[src/rtl/spu_dmem_pkg.sv]
`default_nettype none
// ============================================================================
// Module   : spu_dmem_pkg
// Purpose  : Shared constants and state encoding for the SPU data memory.
// Contents : SPU_AW / SPU_DW / SPU_DEPTH sizing constants,
//            dmem_state_t (IDLE, CLEAR).
// Revision : 1.0 - initial release
// ============================================================================
package spu_dmem_pkg;

  localparam int SPU_AW    = 8;
  localparam int SPU_DW    = 16;
  localparam int SPU_DEPTH = 1 << SPU_AW;

  typedef enum logic [0:0] {
    IDLE  = 1'b0,
    CLEAR = 1'b1
  } dmem_state_t;

endpackage
`default_nettype wire

[src/rtl/spu_dmem_ram.sv]
`default_nettype none
// ============================================================================
// Module   : spu_dmem_ram
// Purpose  : Single-port synchronous RAM with a registered read port.
//            A read and a write to the same address in one cycle return
//            the old word (read-before-write).
// Ports    : clk   - clock
//            we    - write enable
//            re    - read enable; rdata only updates when set
//            addr  - word address
//            wdata - write data
//            rdata - registered read data
// Revision : 1.0 - initial release
// ============================================================================
module spu_dmem_ram #(
  parameter int AW    = 8,
  parameter int DW    = 16,
  parameter int DEPTH = 256
) (
  input  logic          clk,
  input  logic          we,
  input  logic          re,
  input  logic [AW-1:0] addr,
  input  logic [DW-1:0] wdata,
  output logic [DW-1:0] rdata
);

  logic [DW-1:0] mem [DEPTH];

  // Both statements sample mem before the edge, giving read-before-write.
  always_ff @(posedge clk) begin
    if (re) begin
      rdata <= mem[addr];
    end
    if (we) begin
      mem[addr] <= wdata;
    end
  end

endmodule
`default_nettype wire

[src/rtl/spu_dmem.sv]
`default_nettype none
// ============================================================================
// Module   : spu_dmem
// Purpose  : SPU data memory responder. 256x16 array shared between the SPU
//            port (active while the SPU runs), a host port (active while the
//            SPU is stopped) and a zero-fill clear engine.
// Ports    : clk, rst                          - clock, sync active-high reset
//            dm_addr/dm_rd/dm_wr/dm_w_data     - SPU request
//            dm_r_data                         - SPU read data (1-cycle latency)
//            spu_stop                          - 1 = host owns the memory
//            host_addr/host_rd/host_wr/host_w_data - host request
//            host_r_data/host_ack/host_err     - host response (1-cycle)
//            clr_req / clr_busy                - zero-fill request / status
// Revision : 1.0 - initial release
// ============================================================================
module spu_dmem
  import spu_dmem_pkg::*;
#(
  parameter int AW    = SPU_AW,
  parameter int DW    = SPU_DW,
  parameter int DEPTH = SPU_DEPTH
) (
  input  logic          clk,
  input  logic          rst,
  input  logic [AW-1:0] dm_addr,
  input  logic          dm_rd,
  input  logic          dm_wr,
  input  logic [DW-1:0] dm_w_data,
  output logic [DW-1:0] dm_r_data,
  input  logic          spu_stop,
  input  logic [AW-1:0] host_addr,
  input  logic          host_rd,
  input  logic          host_wr,
  input  logic [DW-1:0] host_w_data,
  output logic [DW-1:0] host_r_data,
  output logic          host_ack,
  output logic          host_err,
  input  logic          clr_req,
  output logic          clr_busy
);

  dmem_state_t   state_q, state_d;
  logic [AW-1:0] cnt_q, cnt_d;

  logic          is_idle;
  logic          host_req;
  logic          host_ok;
  logic          spu_ok;

  logic          ram_we;
  logic          ram_re;
  logic [AW-1:0] ram_addr;
  logic [DW-1:0] ram_wdata;
  logic [DW-1:0] ram_rdata;

  // Which port issued the RAM read last cycle; the other port keeps its
  // previously returned word in its hold register.
  logic          spu_rd_q;
  logic          host_rd_q;
  logic [DW-1:0] dm_hold_q;
  logic [DW-1:0] host_hold_q;

  assign is_idle  = (state_q == IDLE);
  assign host_req = host_rd | host_wr;
  assign host_ok  = host_req & spu_stop & is_idle;
  assign spu_ok   = ~spu_stop & is_idle;
  assign clr_busy = (state_q == CLEAR);

  // --------------------------------------------------------------------------
  // Clear engine state machine
  // --------------------------------------------------------------------------
  always_ff @(posedge clk) begin
    if (rst) begin
      state_q <= IDLE;
      cnt_q   <= '0;
    end else begin
      state_q <= state_d;
      cnt_q   <= cnt_d;
    end
  end

  always_comb begin
    state_d = state_q;
    cnt_d   = cnt_q;
    case (state_q)
      IDLE: begin
        if (clr_req && spu_stop) begin
          state_d = CLEAR;
        end
      end
      CLEAR: begin
        // Counter wraps back to 0 naturally after the last address.
        cnt_d = cnt_q + 1'b1;
        if (cnt_q == AW'(DEPTH - 1)) begin
          state_d = IDLE;
        end
      end
      default: begin
        state_d = IDLE;
        cnt_d   = '0;
      end
    endcase
  end

  // --------------------------------------------------------------------------
  // RAM port arbitration: clear > host > SPU
  // --------------------------------------------------------------------------
  always_comb begin
    ram_we    = 1'b0;
    ram_re    = 1'b0;
    ram_addr  = '0;
    ram_wdata = '0;
    if (!is_idle) begin
      ram_we    = 1'b1;
      ram_addr  = cnt_q;
      ram_wdata = '0;
    end else if (spu_stop) begin
      ram_we    = host_wr;
      ram_re    = host_rd;
      ram_addr  = host_addr;
      ram_wdata = host_w_data;
    end else begin
      ram_we    = dm_wr;
      ram_re    = dm_rd;
      ram_addr  = dm_addr;
      ram_wdata = dm_w_data;
    end
    // A reset arriving mid-clear must not complete that cycle's write.
    if (rst) begin
      ram_we = 1'b0;
    end
  end

  spu_dmem_ram #(
    .AW    (AW),
    .DW    (DW),
    .DEPTH (DEPTH)
  ) u_ram (
    .clk   (clk),
    .we    (ram_we),
    .re    (ram_re),
    .addr  (ram_addr),
    .wdata (ram_wdata),
    .rdata (ram_rdata)
  );

  // --------------------------------------------------------------------------
  // Response registers
  // --------------------------------------------------------------------------
  always_ff @(posedge clk) begin
    if (rst) begin
      spu_rd_q    <= 1'b0;
      host_rd_q   <= 1'b0;
      dm_hold_q   <= '0;
      host_hold_q <= '0;
      host_ack    <= 1'b0;
      host_err    <= 1'b0;
    end else begin
      spu_rd_q    <= spu_ok & dm_rd;
      host_rd_q   <= host_ok & host_rd;
      dm_hold_q   <= dm_r_data;
      host_hold_q <= host_r_data;
      host_ack    <= host_ok;
      host_err    <= host_req & ~(spu_stop & is_idle);
    end
  end

  assign dm_r_data   = spu_rd_q  ? ram_rdata : dm_hold_q;
  assign host_r_data = host_rd_q ? ram_rdata : host_hold_q;

endmodule
`default_nettype wire

[config.mk]
export PLATFORM = sky130hd
export DESIGN_NAME = spu_dmem
export DESIGN_NICKNAME = d
export VERILOG_FILES = /design/src/rtl/spu_dmem_pkg.sv /design/src/rtl/spu_dmem_ram.sv /design/src/rtl/spu_dmem.sv
export SDC_FILE = /design/constraint.sdc
export NUM_CORES = 2
export LEC_CHECK = 0
export CAP_MARGIN = 10
export CELL_PAD_IN_SITES_DETAIL_PLACEMENT = 1
export CELL_PAD_IN_SITES_GLOBAL_PLACEMENT = 1
export CORE_MARGIN = 1.5
export CORE_UTILIZATION = 28
export CTS_BUF_LIST = sky130_fd_sc_hd__clkbuf_16
export DETAILED_ROUTE_END_ITERATION = 10
export PLACE_DENSITY_LB_ADDON = 0.3
export SYNTH_ARGS = -nofsm -noshare
export SYNTH_HDL_FRONTEND = slang
export SYNTH_HIERARCHICAL = 1
export SYNTH_SLANG_ARGS = --single-unit
[constraint.sdc]
create_clock -name clk -period 10.6 [get_ports clk]
set_clock_uncertainty 0.2 [all_clocks]
set_input_delay 1.06 -clock clk [delete_from_list [all_inputs] [get_ports clk]]
set_output_delay 1.06 -clock clk [all_outputs]
set_load 0.05 [all_outputs]
==> results.toml <==
[pwr]
ir_drop_mv = 0.160
cellPowerDensity_nw_per_um2 = 199
p_total_mw = 36.7
power.leakage_nw = 56.1

[floorplan]
die_h_um = 754
num_rows = 275
dieArea_um2 = 568000
fp.dieW_um = 754
start_util = 0.281
core_um2 = 561000
ios = 91

[critical_path]
setup.worst_path.start = "spu_stop"
crit_fanout = 41
worstPathCellList = "buf_2 -> buf_4 -> mux2i_1 -> o21ai_4 -> buf_4 -> buf_4 -> buf_4 -> mux4_2 -> a22oi_1 -> a21oi_1 -> o41ai_2 -> nand4_1"
worstReg2RegStart = "clr_busy$_SDFF_PP0_"
r2r-end = "u_ram/rdata[10]$_DFFE_PP_"
arrival_ns = 6.98
cpPeakStageDelay_ns = 1.03
reg2reg_depth = 9
critical_path.slowest_cell = "o41ai_2"
worst_path_most_repeated_cell = "buf_4"
critical_path_class = "in -> reg"
crit_path_end_kind = "flop"
required_ns = 11.08
crit_path_start_kind = "input pin"
r2r_slack_ns = 4.61

[timing]
maxSlewViolCount = 0
setup_viol = 0
rsz0062_at_grt = "no"
hold_violations = 0
period_needed_ns = 6.50
relSlewSlack = 0.0465
fmax_mhz = 154
tns_ns = 0
fin_crit_sh = 0.614
worst_pin_slew_ns = 1.43

[grt]
grt_first_pass_wirelength_um = 644000
antenna_found_initial = 37
grt_start_max_net_pins = 190
grt_util_all_layers = 0.158
overflow = 0
grt_pass1_vias = 79625

[synthesis]
synth_ff_type = "edfxtp_1"
synthTopCellsByArea = "edfxtp_1 (78%), mux4_2 (15%), a22oi_1 (2.4%)"
yosysTopAreaCellShare = 0.783
synth_largest_area_cell = "edfxtp_1"
synth_area_um2 = 158000
syn_area_per_cell_um2 = 22.7
synthArstFlopShare = 0
synth_seq_cells = 4157
synth_cell_types = 34
synthTopCellsByCount = "edfxtp_1 (4,112), mux4_2 (1,024), a22oi_1 (512)"
synth-warning-count = 6
yosysSeqAreaShare = 0.789
synthCells = 6950
mappedNetlistNets = 7007
synth_edf_count = 4112
synth_most_common_cell = "edfxtp_1"

[final_layout]
regArea_um2 = 124000
area_growth_pct = 17.1
drive_gt1_frac = 0.290
num-fill-cells = 55200
finalInstanceArea_um2 = 185000
multi_input_area_um2 = 32300
final_cells = 15292
nNetsFinal = 7490

[clock_tree]
cts_tree = "done"
hold_buffers = 0
postCtsSetupBuffers = 0
cts_root_buf = "clkbuf_16"
clkSinkCount = 4157
path_clk_slew_ns = 0.06
cts_buffer_depth = 4
cts-buffers-inserted = 437
cts_max_level = 5
ctsResizeCount = 0
worstSkewPairLatency_ns = 0.98

[placed_design]
gp_routability_congestion = 0.757
port_buffers = 90
dp.cells = 14473
dp_hpwl_um = 264000
dpl_cell_area_um2 = 170000

[route]
route.detailed.drc = 0
vias_per_cell = 5.00
drt_iter0_drc = 8435
wl_met3_um = 29300
ant_nets = 0
wl_um = 459000
first_pass_iters = 5
route.met2.wl_um = 222000
vias = 76534
avgRoutedWirePerCell_um = 30.0
top_layer = "met5"
wl_met1_um = 198000

[flow_run]
drv_cap = 0

[hold_path]
holdPathStages = 1
hold_class = "reg -> reg"
holdPathEnd = "clr_busy$_SDFF_PP0_"
min-delay-start = "cnt_q[7]$_SDFFE_PP0P_"

[outcome]
status = "finished clean"
[state kept, by name (all words and copies together) (netlist names)]
signal	count
host_hold_q	16
cnt_q	8
u_ram/mem	4096
spu_rd_q	1
host_err	1
clr_busy	1
host_ack	1
dm_hold_q	16
host_rd_q	1
u_ram/rdata	16
[worst max-delay path: cells and delay by family]
kind,cells,cell delay [ns]
buf+inv,5,2.23
compound gates,4,2.43
simple gates,1,0.19
mux,2,0.91
[cells in the final DEF (no fill, tap or decap), drive strengths merged, types with 2 or more instances in the layout]
cell type      count
mux2              32
dfxtp             45
and2               3
nand4             19
mux2i             27
nor2b             39
nor2             255
nand3             15
clkbuf           443
nand2             38
edfxtp          4112
nand2b             6
or3                4
bufinv            50
a22oi            512
xor2               3
o41ai             64
mux4            1024
o21ai             11
a21oi            262
inv               94
clkinv           207
buf              394
nor3              30
clkinvlp          13
diode             14
or2                2
clkdlybuf4s50     88
[area by class of cell]
class	instances	share of cell area
flip-flops and latches	4157	0.674
repair buffers	482	0.0230
inverters	2	0.0000407
multi-input cells	2353	0.175
diodes	14	0.000190
clock inverters	362	0.0173
clock buffers	443	0.0600
well taps	7479	0.0507
[kinds of logic after synthesis]
| kind of cell | share of synthesized area |
|---|---|
| buffers and inverters | 0.0128 |
| multiplexers | 0.150 |
| AND/OR/NAND/NOR | 0.0115 |
| flip-flops | 0.789 |
| adder cells (fa/ha/maj) | 0.0000793 |
| XOR/XNOR | 0.000222 |
| AO/OA/AOI/OAI | 0.0367 |
[metal layers]
metal	GRT usage	up-vias
met2	0.259	2599
li1	-	30834
met4	0.0318	2
met3	0.0229	521
met5	0	-
met1	0.223	42578
[per-stage QoR]
step / util / hold slack (ns) / setup slack [ns]
6_report: 0.329 / 0.292 / 4.10
5_1_grt: 0.329 / 0.316 / 3.65
4_1_cts: 0.329 / 0.302 / 3.80
3_5_place_dp: 0.304 / 0.292 / 2.75
3_3_place_gp: 0.304 / 0.269 / 2.46
2_1_floorplan: - / 0.246 / 1.53
[worst max-delay path by stage]
| stage | to | slack (ns) | depth (start not counted) |
|---|---|---|---|
| 4_1_cts | u_ram/rdata[10]$_DFFE_PP_ | 3.80 | 12 |
| 3_5_place_dp | u_ram/rdata[10]$_DFFE_PP_ | 2.75 | 12 |
| 2_1_floorplan | u_ram/mem[0][0]$_DFFE_PP_ | 1.53 | 4 |
| 5_1_grt | u_ram/rdata[10]$_DFFE_PP_ | 3.65 | 12 |
| 6_report | u_ram/rdata[10]$_DFFE_PP_ | 4.10 | 12 |
| 3_3_place_gp | u_ram/rdata[8]$_DFFE_PP_ | 2.46 | 12 |
[power breakdown]
part	total (mW)	leakage (nW)	internal (mW)	switching, mW
Sequential	18.4	37.5	18.3	0.0564
Clock	15.3	7.29	8.80	6.50
Combinational	3.05	11.2	1.02	2.04
Note: power is estimated with default switching activity, not from simulation.
